$ cat config.mk
export PLATFORM = sky130hd
export DESIGN_NAME = mm_lsu
export DESIGN_NICKNAME = d
export VERILOG_FILES = /design/src/rtl/mm_lsu_pkg.sv /design/src/rtl/mm_lsu_ext.sv /design/src/rtl/mm_lsu.sv
export SDC_FILE = /design/constraint.sdc
export NUM_CORES = 1
export LEC_CHECK = 0
export ABC_CLOCK_PERIOD_IN_PS = 7700
export BUFFER_PORTS_ARGS = -buffer_cell sky130_fd_sc_hd__buf_2
export CAP_MARGIN = 20
export CORE_AREA = 8 8 98 167
export CTS_CLUSTER_DIAMETER = 100
export CTS_CLUSTER_SIZE = 40
export DETAILED_ROUTE_END_ITERATION = 10
export DIE_AREA = 0 0 106 175
export GPL_TIMING_DRIVEN = 0
export MAX_ROUTING_LAYER = met4
export PLACE_DENSITY_LB_ADDON = 0.08
export SYNTH_ARGS = -nofsm -noshare
export SYNTH_HDL_FRONTEND = slang
export SYNTH_HIERARCHICAL = 1
export SYNTH_SLANG_ARGS = --single-unit
$ cat constraint.sdc
create_clock -name clk -period 7.7 [get_ports clk]
set_clock_uncertainty 0.1 [all_clocks]
set_input_delay 1.54 -clock clk [delete_from_list [all_inputs] [get_ports clk]]
set_output_delay 1.54 -clock clk [all_outputs]
set_load 0.03 [all_outputs]
$ cat src/rtl/mm_lsu_pkg.sv
// Shared definitions for the mm_lsu load/store unit: access-size encoding,
// FSM state type and the alignment/legality helpers.
package mm_lsu_pkg;

  localparam logic [1:0] SZ_B = 2'd0;  // byte
  localparam logic [1:0] SZ_H = 2'd1;  // half word
  localparam logic [1:0] SZ_R = 2'd2;  // reserved encoding, always illegal
  localparam logic [1:0] SZ_W = 2'd3;  // word

  typedef enum logic {
    IDLE = 1'b0,
    BUSY = 1'b1
  } state_t;

  // Only the two low address bits matter for alignment of byte/half/word.
  function automatic logic is_misaligned(input logic [1:0] sz, input logic [1:0] addr_lo);
    logic r;
    case (sz)
      SZ_H:    r = addr_lo[0];
      SZ_W:    r = (addr_lo != 2'b00);
      default: r = 1'b0;
    endcase
    return r;
  endfunction

  function automatic logic is_illegal(input logic [1:0] sz, input logic [1:0] addr_lo);
    return (sz == SZ_R) || is_misaligned(sz, addr_lo);
  endfunction

endpackage

$ cat src/rtl/mm_lsu_ext.sv
// Combinational load extender: selects the lane-0 byte/half/word of the
// controller read data and sign- or zero-extends it to XLEN.
module mm_ext #(
  parameter int XLEN = 32
) (
  input  logic [XLEN-1:0] din,
  input  logic [1:0]      sz,
  input  logic            us,
  output logic [XLEN-1:0] dout
);
  import mm_lsu_pkg::*;

  // Fill bit is the top bit of the accessed lane unless the load is unsigned.
  always_comb begin
    dout = din;
    case (sz)
      SZ_B:    dout = {{(XLEN-8){us ? 1'b0 : din[7]}}, din[7:0]};
      SZ_H:    dout = {{(XLEN-16){us ? 1'b0 : din[15]}}, din[15:0]};
      default: dout = din;
    endcase
  end

endmodule

$ cat src/rtl/mm_lsu.sv
// Registered load/store unit between EX/MEM and MEM/WB. Non-memory
// instructions pass through with one cycle of latency; legal memory ops are
// handed to the memory controller and the pipeline is stalled until mct_ok
// or a timeout. Misaligned/illegal accesses and timeouts pulse err.
//
// Handshake: a request is presented to the controller by holding mct_e=1
// with mct_a/mct_cu/mct_wr/mct_n_i stable; the controller completes it with a
// single-cycle mct_ok pulse, after which mct_e drops. Dropping mct_e without
// a preceding mct_ok (timeout or reset) means the request was aborted.
// Upstream holds its inputs stable while stl=1.
module mm_lsu #(
  parameter int XLEN = 32,
  parameter int RAW  = 5,
  parameter int TMO  = 255
) (
  input  logic            clk,
  input  logic            rst,
  input  logic            we,
  input  logic [RAW-1:0]  wa,
  input  logic [XLEN-1:0] wn,
  input  logic            mem_v,
  input  logic            mem_wr,
  input  logic [1:0]      mem_sz,
  input  logic            mem_us,
  input  logic [XLEN-1:0] mem_n,
  output logic            we_o,
  output logic [RAW-1:0]  wa_o,
  output logic [XLEN-1:0] wn_o,
  output logic [XLEN-1:0] mct_a,
  output logic [XLEN-1:0] mct_n_i,
  input  logic [XLEN-1:0] mct_n_o,
  output logic            mct_wr,
  output logic            mct_e,
  output logic [1:0]      mct_cu,
  input  logic            mct_ok,
  output logic            stl,
  output logic            err
);
  import mm_lsu_pkg::*;

  localparam int TWC = $clog2(TMO + 1);
  localparam int TW  = (TWC < 1) ? 1 : TWC;
  localparam bit TMO_EN = (TMO != 0);
  localparam logic [TW-1:0] TMO_LAST = TW'((TMO > 0) ? (TMO - 1) : 0);

  state_t state_q, state_d;
  logic [TW-1:0]  cnt_q;
  logic           we_l;
  logic [RAW-1:0] wa_l;
  logic           us_l;
  logic [XLEN-1:0] ext_data;

  // Decoded per-cycle actions from the FSM.
  logic pass, bad, start, count, done, tmo_fire, stl_raw;

  mm_ext #(.XLEN(XLEN)) u_ext (
    .din  (mct_n_o),
    .sz   (mct_cu),
    .us   (us_l),
    .dout (ext_data)
  );

  // State register.
  always_ff @(posedge clk or posedge rst) begin
    if (rst) state_q <= IDLE;
    else     state_q <= state_d;
  end

  // Next state and per-cycle action decode; completion takes priority over timeout.
  always_comb begin
    state_d  = state_q;
    pass     = 1'b0;
    bad      = 1'b0;
    start    = 1'b0;
    count    = 1'b0;
    done     = 1'b0;
    tmo_fire = 1'b0;
    stl_raw  = 1'b0;
    case (state_q)
      IDLE: begin
        if (!mem_v) begin
          pass = 1'b1;
        end else if (is_illegal(mem_sz, wn[1:0])) begin
          bad = 1'b1;
        end else begin
          start   = 1'b1;
          stl_raw = 1'b1;
          state_d = BUSY;
        end
      end
      BUSY: begin
        if (mct_ok) begin
          done    = 1'b1;
          state_d = IDLE;
        end else begin
          count   = 1'b1;
          stl_raw = 1'b1;
          if (TMO_EN && (cnt_q == TMO_LAST)) begin
            tmo_fire = 1'b1;
            state_d  = IDLE;
          end
        end
      end
      default: state_d = IDLE;
    endcase
  end

  // Stall is released at once while reset is held so upstream is never frozen by a dead request.
  assign stl = stl_raw & ~rst;

  // Datapath registers: writeback outputs, controller request and latched op context.
  always_ff @(posedge clk or posedge rst) begin
    if (rst) begin
      we_o    <= 1'b0;
      wa_o    <= '0;
      wn_o    <= '0;
      mct_a   <= '0;
      mct_n_i <= '0;
      mct_wr  <= 1'b0;
      mct_e   <= 1'b0;
      mct_cu  <= '0;
      err     <= 1'b0;
      cnt_q   <= '0;
      we_l    <= 1'b0;
      wa_l    <= '0;
      us_l    <= 1'b0;
    end else begin
      err <= 1'b0;
      if (pass) begin
        we_o <= we;
        wa_o <= wa;
        wn_o <= wn;
      end
      if (bad) begin
        we_o <= 1'b0;
        err  <= 1'b1;
      end
      if (start) begin
        mct_a  <= wn;
        mct_cu <= mem_sz;
        mct_wr <= mem_wr;
        if (mem_wr) mct_n_i <= mem_n;
        mct_e  <= 1'b1;
        we_o   <= 1'b0;
        cnt_q  <= '0;
        we_l   <= we;
        wa_l   <= wa;
        us_l   <= mem_us;
      end
      if (count) cnt_q <= cnt_q + TW'(1);
      if (done) begin
        mct_e <= 1'b0;
        if (mct_wr) begin
          we_o <= 1'b0;
        end else begin
          we_o <= we_l;
          wa_o <= wa_l;
          wn_o <= ext_data;
        end
      end
      if (tmo_fire) begin
        mct_e <= 1'b0;
        we_o  <= 1'b0;
        err   <= 1'b1;
      end
    end
  end

endmodule

==> results.sh, run 1 <==
export IMPL_holdBufCountCts=0
export IMPL_p_switching_mw=0.9505
export IMPL_yosysSeqAreaShare=0.5573
export IMPL_maxClockFrequency_mhz=237.1
export IMPL_h_tree_depth=4
export IMPL_antenna_found_initial=2
export IMPL_path_class="in -> out"
export IMPL_die_area_um2=18550
export IMPL_clkSinkCount=123
export IMPL_postSynthCellCount=536
export IMPL_place_gp_congestion=0.7681
export IMPL_fp_coreArea_um2=14150
export IMPL_synth_seq_cells=123
export IMPL_clockRootBuffer="clkbuf_16"
export IMPL_end_kind="output port"
export IMPL_synth_top_cell_area_share=0.5573
export IMPL_drive_above_1_share=0.3856
export IMPL_area_delta_synth_final_pct=35.55
export IMPL_intPower_mw=1.695
export IMPL_grt_pass1_wl_um=26610
export IMPL_async_reset_ff_frac=1.000
export IMPL_dr_pass1_iters=4
export IMPL_required_ns=6.06
export IMPL_synthTopCellsByArea="dfrtp_1 56%, nand2_1 10%, mux2_4 7.9%"
export IMPL_pwr_share_comb=0.326
export IMPL_drt_met1_wl_um=6702
export IMPL_post_cts_buffers=0
export IMPL_seqPwrFrac=0.341
export IMPL_rsz0062_at_grt="no"
export IMPL_yosysWarnings=6
export IMPL_io_pins=218
export IMPL_synth_edf_count=0
export IMPL_finalSetupViolCount=0
export IMPL_p_sw_frac=0.3593
export IMPL_path_cells="buf_2 -> nor2b_1 -> o211a_1 -> buf_4 -> nor2_1 -> nor2_1 -> buf_2"
export IMPL_synth_ff_type="dfrtp_1"
export IMPL_rows=58
export IMPL_fin_nets=878
export IMPL_cp_slowest_cell="o211a_1"
export IMPL_worst_pin_slew_ns=0.6340
export IMPL_fin_util=0.5290
export IMPL_cts_buffers=17
export IMPL_max_slew_margin_rel=0.5773
export IMPL_synth_cell_type_count=36
export IMPL_drc=0
export IMPL_yosys_top_cells_count="153 x nand2_1, 123 x dfrtp_1, 41 x nor2_1"
export IMPL_cts_resized_gates=0
export IMPL_slew_violations=0
export IMPL_syn_avg_cell_area_um2=10.30
export IMPL_grt_max_degree=67
export IMPL_drt_wl_total_um=16750
export IMPL_wl_met2_um=8664
export IMPL_hold_viol=0
export IMPL_fin_crit_sh=0.5477
export IMPL_yosysTopAreaCell="dfrtp_1"
export IMPL_power_leakage_nw=3.995
export IMPL_hp_class="reg -> reg"
export IMPL_cp_slowest_stage_delay_ns=0.20
export IMPL_path_max_fanout=7
export IMPL_drv_cap=0
export IMPL_period_needed_ns=4.218
export IMPL_dr_max_layer_used="met4"
export IMPL_avgViaCountPerCell=4.818
export IMPL_synth_area_um2=5523
export IMPL_clk_pin_slew_ns=0.06
export IMPL_insertion_delay_ns=0.41
export IMPL_fin_hold_ws_ns=0.3640
export IMPL_grt_pass1_vias=5091
export IMPL_die_height_um=175
export IMPL_drtAntennaViolNets=0
export IMPL_cts_buffer_depth=2
export IMPL_cts_tree="yes"
export IMPL_drt_initial_drc_count=157
export IMPL_status="finished, final reports clean"
export IMPL_start_kind="input port"
export IMPL_route_met3_wl_um=1024
export IMPL_ir_drop_mv=0.1475
export IMPL_arrival_ns=2.58
export IMPL_pwr_share_clk=0.333
export IMPL_power_density_nw_per_um2=353.4
export IMPL_start_util=0.3903
export IMPL_wl_per_cell_um=17.45
export IMPL_die_width_um=106
export IMPL_io_buffer_count=210
export IMPL_route_vias_total=4625
export IMPL_grt_overflow=0
export IMPL_place_hpwl_um=12650
export IMPL_yosysMostFrequentCell="nand2_1"
export IMPL_fin_tns_setup_ns=0
export IMPL_track_usage=0.1877
export IMPL_synthesis_nets=648
[stage by stage]
stage          power [mW]  cells  setup slack (ns)  area, um2
6_report            2.645    960             3.482       7486
5_1_grt             2.782    960             3.402       7486
4_1_cts             2.680    958             3.467       7481
3_5_place_dp        1.785    927             3.473       6832
3_3_place_gp        1.767    926             1.282       6799
2_1_floorplan       1.497    536             2.789       5523
[worst max-delay path, delay by kind of cell]
kind | cells | cell delay, ns
buf+inv | 3 | 0.46
compound gates | 1 | 0.20
simple gates | 3 | 0.37
[final timing paths]
path,start,endpoint,slack [ns],cells past startpoint
setup / recovery,mem_sz[0],stl,3.48,7
hold / removal,mct_a[4],mct_a[4],0.36,2
setup reg to reg,mct_cu[0],wn_o[29],5.74,6
hold reg to reg,mct_a[4],mct_a[4],0.36,2
max in group asynchronous,rst,mct_a[12],5.66,3
min in group asynchronous,rst,mct_n_i[0],1.13,2
[layout make-up]
cell class / count / area, um2
multi-input cells: 368 / 2183
well taps: 180 / 225.2
diodes: 2 / 5.005
clock buffers: 21 / 460.4
flip-flops and latches: 123 / 3078
clock inverters: 10 / 188.9
repair buffers: 211 / 1079
plain buffers: 41 / 246.5
fillers: 1330 / 6665
inverters: 4 / 20.02
[cells in the final DEF, fill, tap and decap left out, types with 3 or more instances in the layout]
| master | synthesis | final |
|---|---|---|
| nor2_1 | 41 | 41 |
| a21oi_1 | 37 | 37 |
| nand2_1 | 153 | 153 |
| buf_4 | 13 | 13 |
| nand3_1 | 8 | 8 |
| o21ai_0 | 34 | 34 |
| mux2_4 | 29 | 29 |
| bufinv_16 | 0 | 5 |
| buf_1 | 4 | 4 |
| nor2b_1 | 3 | 3 |
| clkbuf_16 | 0 | 17 |
| clkbuf_1 | 14 | 16 |
| inv_1 | 4 | 3 |
| dfrtp_1 | 123 | 123 |
| buf_6 | 5 | 5 |
| buf_2 | 4 | 214 |
| mux2i_1 | 37 | 37 |
| mux2_2 | 3 | 3 |
[sequential cells by signal, summed over array words and instances (netlist names)]
| name | cells |
|---|---|
| cnt_q | 8 |
| err | 1 |
| mct_a | 32 |
| mct_cu | 2 |
| mct_e | 1 |
| mct_n_i | 32 |
| mct_wr | 1 |
| state_q | 1 |
| us_l | 1 |
| wa_l | 5 |
| wa_o | 5 |
| we_l | 1 |
| we_o | 1 |
| wn_o | 32 |
[per-layer routing]
layer	GRT usage	vias up
li1	-	2233
met1	0.2044	2188
met2	0.3185	181
met3	0.04722	23
met4	0.07493	0
met5	-	-
[cell families after synthesis]
kind of cell | Yosys count | share of synthesized area
and+or+nand+nor | 216 | 0.1586
DFF | 123 | 0.5573
AOI/OAI and AO/OA | 80 | 0.07771
muxes | 70 | 0.1545
buffers and inverters | 45 | 0.04735
adders and majority gates | 2 | 0.004530
[power by group through the flow]
stage	clock network (mW)	logic [mW]	registers, mW
4_1_cts	0.901	0.876	0.904
6_report	0.881	0.861	0.903
3_5_place_dp	0	0.873	0.912
5_1_grt	0.928	0.930	0.925
3_3_place_gp	0	0.862	0.905
2_1_floorplan	0	0.284	1.21
(Power assumes the default switching activity.)
==> inputs of run 2 (changes only) <==
--- a/config.mk
+++ b/config.mk
@@ -5,7 +5,7 @@
 export SDC_FILE = /design/constraint.sdc
 export NUM_CORES = 1
 export LEC_CHECK = 0
-export ABC_CLOCK_PERIOD_IN_PS = 7700
+export ABC_CLOCK_PERIOD_IN_PS = 3430
 export BUFFER_PORTS_ARGS = -buffer_cell sky130_fd_sc_hd__buf_2
 export CAP_MARGIN = 20
 export CORE_AREA = 8 8 98 167
==> constraint.sdc (replaced) <==
create_clock -name clk -period 3.43 [get_ports clk]
set_clock_uncertainty 0.1 [all_clocks]
set_input_delay 0.686 -clock clk [delete_from_list [all_inputs] [get_ports clk]]
set_output_delay 0.686 -clock clk [all_outputs]
set_load 0.03 [all_outputs]
==> run 2 against run 1 <==
Hold slack worse by 0.072 ns; combinational power is 130% higher; via count is 0.76% higher; sequential cell count stayed put; count of clock-buffer cells in the layout decreased by 1; sequential share of layout area shrank 0.069 points; critical path type is now reg -> out; largest power group unchanged.
==> results.sh, run 2 (synthesis gave the netlist of run 1 again) <==
export IMPL_worst_pin_slew_ns=0.6948
export IMPL_rows=58
export IMPL_end_kind="output port"
export IMPL_slew_violations=0
export IMPL_track_usage=0.1933
export IMPL_ir_drop_mv=0.3075
export IMPL_antenna_found_initial=1
export IMPL_drv_cap=0
export IMPL_insertion_delay_ns=0.41
export IMPL_clkSinkCount=123
export IMPL_fin_crit_sh=0.7496
export IMPL_cts_buffer_depth=2
export IMPL_cts_tree="yes"
export IMPL_period_needed_ns=2.571
export IMPL_place_hpwl_um=13000
export IMPL_io_pins=218
export IMPL_area_delta_synth_final_pct=35.77
export IMPL_io_buffer_count=210
export IMPL_drt_wl_total_um=16900
export IMPL_wl_per_cell_um=17.59
export IMPL_clockRootBuffer="clkbuf_16"
export IMPL_power_total_mw=5.862
export IMPL_h_tree_depth=4
export IMPL_die_height_um=175
export IMPL_drt_initial_drc_count=134
export IMPL_cp_slowest_stage_delay_ns=0.46
export IMPL_grt_overflow=0
export IMPL_avgViaCountPerCell=4.849
export IMPL_hold_viol=0
export IMPL_status="finished, final reports clean"
export IMPL_fin_hold_ws_ns=0.2917
export IMPL_dr_pass1_iters=4
export IMPL_rsz0062_at_grt="no"
export IMPL_grt_pass1_vias=5170
export IMPL_power_leakage_nw=4.002
export IMPL_start_util=0.3903
export IMPL_die_width_um=106
export IMPL_cp_slowest_cell="dfrtp_1"
export IMPL_fp_coreArea_um2=14150
export IMPL_path_max_fanout=8
export IMPL_mostFrequentLayoutCells="214 x buf_2, 153 x nand2_1, 123 x dfrtp_1"
export IMPL_preCtsSetupSlack_ns=0.9017
export IMPL_drc=0
export IMPL_cts_buffers=17
export IMPL_drtAntennaViolNets=0
export IMPL_final_common_cell="buf_2"
export IMPL_grt_pass1_wl_um=27430
export IMPL_route_vias_total=4660
export IMPL_grt_max_degree=41
export IMPL_fin_tns_setup_ns=0
export IMPL_crit_top_cell="nor2_1"
export IMPL_path_cells="nor2b_2 -> o211a_1 -> buf_4 -> nor2_1 -> nor2_1 -> buf_2"
export IMPL_finalSetupViolCount=0
export IMPL_holdBufCountCts=0
export IMPL_reg_top3="mct_a: 32 flops, mct_n_i: 32 flops, wn_o: 32 flops"
export IMPL_layout_setup_ws_ns=0.8589
export IMPL_hp_class="in -> async"
export IMPL_clk_pin_slew_ns=0.06
export IMPL_post_cts_buffers=0
export IMPL_arrival_ns=1.79
export IMPL_maxClockFrequency_mhz=388.9
export IMPL_path_class="reg -> out"
export IMPL_required_ns=2.64
export IMPL_fin_util=0.5299
export IMPL_cts_resized_gates=0
export IMPL_fin_nets=880
export IMPL_max_slew_margin_rel=0.5358
export IMPL_die_area_um2=18550
export IMPL_power_density_nw_per_um2=781.8
export IMPL_place_gp_congestion=0.7540
export IMPL_drive_above_1_share=0.3885
export IMPL_start_kind="flop"
run 2: cell count changes in the layout (fill, tap and decap cells not counted):
cell / delta
clkinv_2: +2
clkinvlp_4: +1
inv_6: -2
clkbuf_1: -1
bufinv_16: -1
buf_12: +2
diode_2: -1
clkinv_4: +1
run 2: stage by stage:
step / instances / instance area, um2
6_report: 961 / 7498
5_1_grt: 961 / 7498
4_1_cts: 960 / 7496
3_5_place_dp: 929 / 6870
3_3_place_gp: 926 / 6803
2_1_floorplan: 536 / 5527
run 2: power by group:
part | internal (mW) | total [mW] | switching, mW
combinational | 0.660 | 1.94 | 1.28
sequential | 1.82 | 2.02 | 0.201
clock | 1.25 | 1.90 | 0.647
total | 3.73 | 5.86 | 2.13
run 2: critical path, delay by kind of cell (launching register included):
kind,cells,cell delay (ns)
buffers and inverters,2,0.37
DFF,1,0.46
and+or+nand+nor,3,0.39
AOI/OAI and AO/OA,1,0.17
run 2: layout make-up:
class,count,area (um2)
diodes,1,2.502
plain buffers,41,246.5
clock buffers,20,456.7
clock inverters,11,168.9
fillers,1342,6653
inverters,4,18.77
multi-input cells,368,2183
flip-flops and latches,123,3078
well taps,180,225.2
repair buffers,213,1119
run 2: routing by layer:
metal	wire length (um)	share of wire	track usage	vias up
met1	6705	0.40	0.2083	2260
li1	-	-	-	2236
met5	0	0	-	-
met4	335	0.020	0.07198	0
met2	9013	0.53	0.3318	144
met3	848	0.050	0.04980	20
run 2: worst paths after layout:
| check | start | end | slack, ns | depth (start not counted) |
|---|---|---|---|---|
| hold / removal | rst | mct_n_i[5] | 0.29 | 2 |
| setup / recovery | state_q | stl | 0.86 | 6 |
| min in group clk | mct_a[13] | mct_a[13] | 0.36 | 2 |
| hold reg to reg | mct_a[13] | mct_a[13] | 0.36 | 2 |
| max in group asynchronous | rst | wn_o[11] | 2.04 | 4 |
| setup reg to reg | mct_cu[0] | wn_o[29] | 1.55 | 6 |
